`src/rtl/iis_tx_buffer.sv`:
```
// Stereo sample FIFO feeding an I2S transmitter: frames are staged in an output
// register for the transmitter's read strobe; strobes on an empty stage emit silence and are counted.
module iis_tx_buffer #(
    parameter int DW    = 32,
    parameter int DEPTH = 16
) (
    input  logic                     clk,
    input  logic                     rst,
    input  logic [DW-1:0]            in_l,
    input  logic [DW-1:0]            in_r,
    input  logic                     in_valid,
    output logic                     in_ready,
    output logic [DW-1:0]            txdata [2],
    input  logic                     txdata_rd,
    output logic [$clog2(DEPTH):0]   level,
    output logic                     underrun,
    output logic [15:0]              underrun_cnt
);

    localparam int AW = $clog2(DEPTH);
    localparam logic [AW:0] PTR_ONE = (AW+1)'(1);
    localparam logic [15:0] CNT_MAX = 16'hFFFF;

    logic [2*DW-1:0] mem_q [DEPTH];
    logic [AW:0]     wptr_q, wptr_d;
    logic [AW:0]     rptr_q, rptr_d;
    logic [AW:0]     level_q, level_d;
    logic [DW-1:0]   tx_l_q, tx_l_d;
    logic [DW-1:0]   tx_r_q, tx_r_d;
    logic            staged_q, staged_d;
    logic            ready_q, ready_d;
    logic            und_q, und_d;
    logic [15:0]     cnt_q, cnt_d;

    logic            empty_s;
    logic            full_s;
    logic            push_s;
    logic            pop_s;
    logic [2*DW-1:0] head_s;

    // Extra pointer MSB distinguishes full from empty when the low bits match.
    assign empty_s = (wptr_q == rptr_q);
    assign full_s  = (wptr_q[AW] != rptr_q[AW]) && (wptr_q[AW-1:0] == rptr_q[AW-1:0]);
    assign push_s  = in_valid && !full_s;
    assign pop_s   = !empty_s && (txdata_rd || !staged_q);
    assign head_s  = mem_q[rptr_q[AW-1:0]];

    // Next-state logic for pointers, staging register and underrun accounting
    always_comb begin
        wptr_d   = wptr_q;
        rptr_d   = rptr_q;
        tx_l_d   = tx_l_q;
        tx_r_d   = tx_r_q;
        staged_d = staged_q;
        if (push_s) begin
            wptr_d = wptr_q + PTR_ONE;
        end else begin
            wptr_d = wptr_q;
        end
        if (pop_s) begin
            rptr_d   = rptr_q + PTR_ONE;
            tx_l_d   = head_s[2*DW-1:DW];
            tx_r_d   = head_s[DW-1:0];
            staged_d = 1'b1;
        end else if (txdata_rd) begin
            tx_l_d   = {DW{1'b0}};
            tx_r_d   = {DW{1'b0}};
            staged_d = 1'b0;
        end else begin
            staged_d = staged_q;
        end
        und_d = txdata_rd && !staged_q;
        if (und_d && (cnt_q != CNT_MAX)) begin
            cnt_d = cnt_q + 16'd1;
        end else begin
            cnt_d = cnt_q;
        end
        level_d = wptr_d - rptr_d;
        ready_d = (level_d < (AW+1)'(DEPTH));
    end

    // Frame storage; contents need no reset since pointers gate every read
    always_ff @(posedge clk) begin
        if (push_s) begin
            mem_q[wptr_q[AW-1:0]] <= {in_l, in_r};
        end
    end

    // State registers with synchronous reset
    always_ff @(posedge clk) begin
        if (rst) begin
            wptr_q   <= '0;
            rptr_q   <= '0;
            level_q  <= '0;
            tx_l_q   <= '0;
            tx_r_q   <= '0;
            staged_q <= 1'b0;
            ready_q  <= 1'b1;
            und_q    <= 1'b0;
            cnt_q    <= 16'd0;
        end else begin
            wptr_q   <= wptr_d;
            rptr_q   <= rptr_d;
            level_q  <= level_d;
            tx_l_q   <= tx_l_d;
            tx_r_q   <= tx_r_d;
            staged_q <= staged_d;
            ready_q  <= ready_d;
            und_q    <= und_d;
            cnt_q    <= cnt_d;
        end
    end

    assign in_ready     = ready_q;
    assign txdata[0]    = tx_l_q;
    assign txdata[1]    = tx_r_q;
    assign level        = level_q;
    assign underrun     = und_q;
    assign underrun_cnt = cnt_q;

endmodule

```
`config.mk`:
```
export PLATFORM = sky130hd
export DESIGN_NAME = iis_tx_buffer
export DESIGN_NICKNAME = d
export VERILOG_FILES = /design/src/rtl/iis_tx_buffer.sv
export SDC_FILE = /design/constraint.sdc
export NUM_CORES = 1
export LEC_CHECK = 0
export ABC_AREA = 1
export CORE_MARGIN = 4
export CORE_UTILIZATION = 50
export CTS_CLUSTER_SIZE = 10
export DETAILED_ROUTE_END_ITERATION = 16
export GPL_TIMING_DRIVEN = 0
export HOLD_SLACK_MARGIN = 0.12
export PLACE_DENSITY = 0.79
export SKIP_LAST_GASP = 1
export SYNTH_ARGS = -nofsm -noshare
export SYNTH_HDL_FRONTEND = slang
export SYNTH_SLANG_ARGS = --single-unit
```
`constraint.sdc`:
```
create_clock -name clk -period 7.65 [get_ports clk]
set_clock_uncertainty 0.05 [all_clocks]
set_input_delay 1.53 -clock clk [delete_from_list [all_inputs] [get_ports clk]]
set_output_delay 1.53 -clock clk [all_outputs]
set_load 0.01 [all_outputs]
```
==> flow_summary.ini <==
[worst_hold_path]
hold_class = reg -> reg

[power]
p_sw_share_pct = 35.9
peakVddDrop_mv = 0.244
pwr-share-clk_pct = 29.9
switchingPower_mw = 6.90
p_leak_nw = 17.4
intPower_mw = 12.3
cellPowerDensity_mw_per_mm2 = 374
seqPwrFrac_pct = 37.5
p_comb_share_pct = 32.6

[layout]
drive_gt1_share_pct = 8.56
syn_to_final_growth_pct = 17.5
mostFrequentLayoutCell = edfxtp_1
finalInstanceArea_mm2 = 0.0515
final_cell_mix = edfxtp_1 (1024), nand2_1 (938), a21oi_1 (504)
finalNonFillerCells = 4931
fin_nets = 3762

[synth]
synth_nets = 3442
synth.ff_latch_count = 1122
seq_area_frac_synth_pct = 74.6
synth-main-ff-cell = edfxtp_1
syn_area_mm2 = 0.0438
synth_cell_types = 41
syn_inst = 3364
synth-edff-count = 1024
async_flop_share_pct = 0
syn_area_per_cell_um2 = 13.0
ys_warn_count = 0

[floorplan]
die_x_um = 304
die-area_mm2 = 0.0925
die_y_um = 304
core.rowCount = 108
pin_count = 155
core_mm2 = 0.0869
initial_core_util_pct = 50.4

[placed_design]
portBuffers = 153
dp_cells = 4705
place_ws_ns = 3.02
gp_congestion = 0.850
dp_hpwl_mm = 81.0
post_dp_cell_area_mm2 = 0.0476

[global_routing]
antenna_found_initial = 6
use_met1_pct = 33.2
grt_pass1_vias = 30200
grt_pass1_wl_mm = 183
grt_overflow = 0
grt_use_met2_pct = 42.7
grt.total_usage_pct = 26.2
grt_max_degree = 31
grt_most_used_layer = met2
grt.met3_usage_pct = 6.47

[clocking]
h-tree-depth = 4
numCtsBuffers = 132
clk_pin_slew_ns = 0.05
worstSkewPairLatency_ns = 0.74
cts_tree = yes
ctsHoldBuffers = 0
cts.repair.resized = 0
cts.sink_count = 1122
clock-root-buffer = clkbuf_16
post_cts_buffers = 0
cts_buffer_depth = 3

[route]
initialDrtViolationCount = 4375
firstDrtPassIters = 9
vias_per_cell = 6.19
drc = 0
ant_nets = 0
post_drt_wl_per_cell_um = 25.3
wl_mm = 125
vias = 30500

[critical_path]
required_ns = 8.22
critPathCaptureType = register
cp_max_fo = 10
cp_slowest_stage_delay_ns = 0.59
setup.worst_path.class = in -> reg
slowest_stage = clkdlybuf4s50_1
startpoint_type = input pin
cp_data_arrival_time_ns = 4.50
cp_cell_sequence = clkdlybuf4s50_1 > inv_1 > nand2_1 > nand2_4 > buf_6 > buf_6 > o21ai_0 > fa_1 > nand2_1 > nand3b_1 > a21oi_1 > nor2_1

[timing]
worst_pin_slew_ns = 1.08
rsz0062_at_grt = no
relSlewSlack_pct = 27.9
setup_slack_ns = 3.73
period_share_pct = 51.3
period_needed_ns = 3.92
finalHoldViolCount = 0
fmax_ghz = 0.255
slew_violations = 0
finalSetupViolCount = 0

[run_status]
status = finished, final reports clean

[flow_run]
drv_cap = 0
## worst max-delay path: cells and delay by family
family          cells  cell delay (ns)
fa+ha+maj           1             0.34
buf+inv             4             1.10
simple gates        5             0.74
compound gates      2             0.75
## metrics by stage
step | util, % | power, mW | hold slack [ns] | TNS, ns
after floorplan | - | 10.9 | 0.437 | 0
after global placement | 53.9 | 13.2 | 0.402 | -304.12
after detailed placement | 54.8 | 13.4 | 0.404 | 0
after CTS | 59.3 | 19.1 | 0.413 | 0
after global routing | 59.3 | 19.9 | 0.425 | 0
final | 59.3 | 19.2 | 0.412 | 0
## Yosys cell counts (all sizes together), types with 2 or more instances
master | count | area share (%)
o311ai | 40 | 0.80
a22oi | 128 | 2.2
edfxtp | 1024 | 70
nor2 | 112 | 1.0
a32o | 88 | 2.0
nor3 | 9 | 0.10
clkbuf | 115 | 0.98
o21ai | 11 | 0.13
buf | 114 | 1.3
a21oi | 504 | 5.8
o21a | 2 | 0.034
ha | 9 | 0.26
and3 | 2 | 0.029
a211oi | 65 | 1.3
dfxtp | 98 | 4.5
o21bai | 2 | 0.034
nand3b | 2 | 0.034
xor2 | 8 | 0.16
nand4 | 3 | 0.043
xnor2 | 2 | 0.040
nand3 | 16 | 0.21
inv | 40 | 0.35
o211ai | 24 | 0.41
nand2 | 941 | 8.1
## routing by layer
metal  up-vias  wire length, um  share of wire [%]
li1      13100                -                  -
met1     14700            44300                 36
met2      2337            59100                 47
met3       402            15100                 12
met4         2             6060                4.9
met5         -               17              0.014
## cell families (layout without fill, tap and decap cells)
kind of cell	count (synthesis)	in the layout	synth area share, %
AO/OA/AOI/OAI	866	866	12.7
XOR/XNOR	10	10	0.200
adder cells (fa/ha/maj)	10	10	0.303
buffers and inverters	269	677	2.63
flip-flops	1122	1122	74.6
other	0	4	0
AND/OR/NAND/NOR	1087	1087	9.54
## power groups by stage
stage               combinational [mW]  clock (mW)  sequential [mW]
global route                      6.65        6.04             7.25
floorplan                         3.44           0             7.42
detailed placement                6.04           0             7.34
global placement                  5.81           0             7.37
CTS                               6.14        5.76             7.22
finish                            6.27        5.75             7.23
## area by class of cell
| type | count | area (um2) |
|---|---|---|
| Antenna cell | 4 | 10.0 |
| Buffer | 229 | 1000 |
| Clock buffer | 203 | 3600 |
| Clock inverter | 19 | 307 |
| Fill cell | 6297 | 35400 |
| Inverter | 40 | 153 |
| Multi-Input combinational cell | 1973 | 10100 |
| Sequential cell | 1122 | 32700 |
| Tap cell | 1155 | 1450 |
| Timing Repair Buffer | 186 | 2190 |
## final timing paths
path         cells past startpoint  slack, ns   endpoint  startpoint
min                              2       0.41  tx_r_q[2]   tx_r_q[2]
max                             12       3.73   level[4]   txdata_rd
max reg2reg                     19       4.20   level[4]   rptr_q[1]
min reg2reg                      2       0.41  tx_r_q[2]   tx_r_q[2]
## flip-flops by register name, summed over array words and instances, names as in the netlist
name	cells
rptr_q	5
staged_q	1
underrun	1
mem_q	1024
level	5
tx_r_q	32
in_ready	1
wptr_q	5
underrun_cnt	16
tx_l_q	32
No activity file was read; power rests on OpenSTA's default activity.
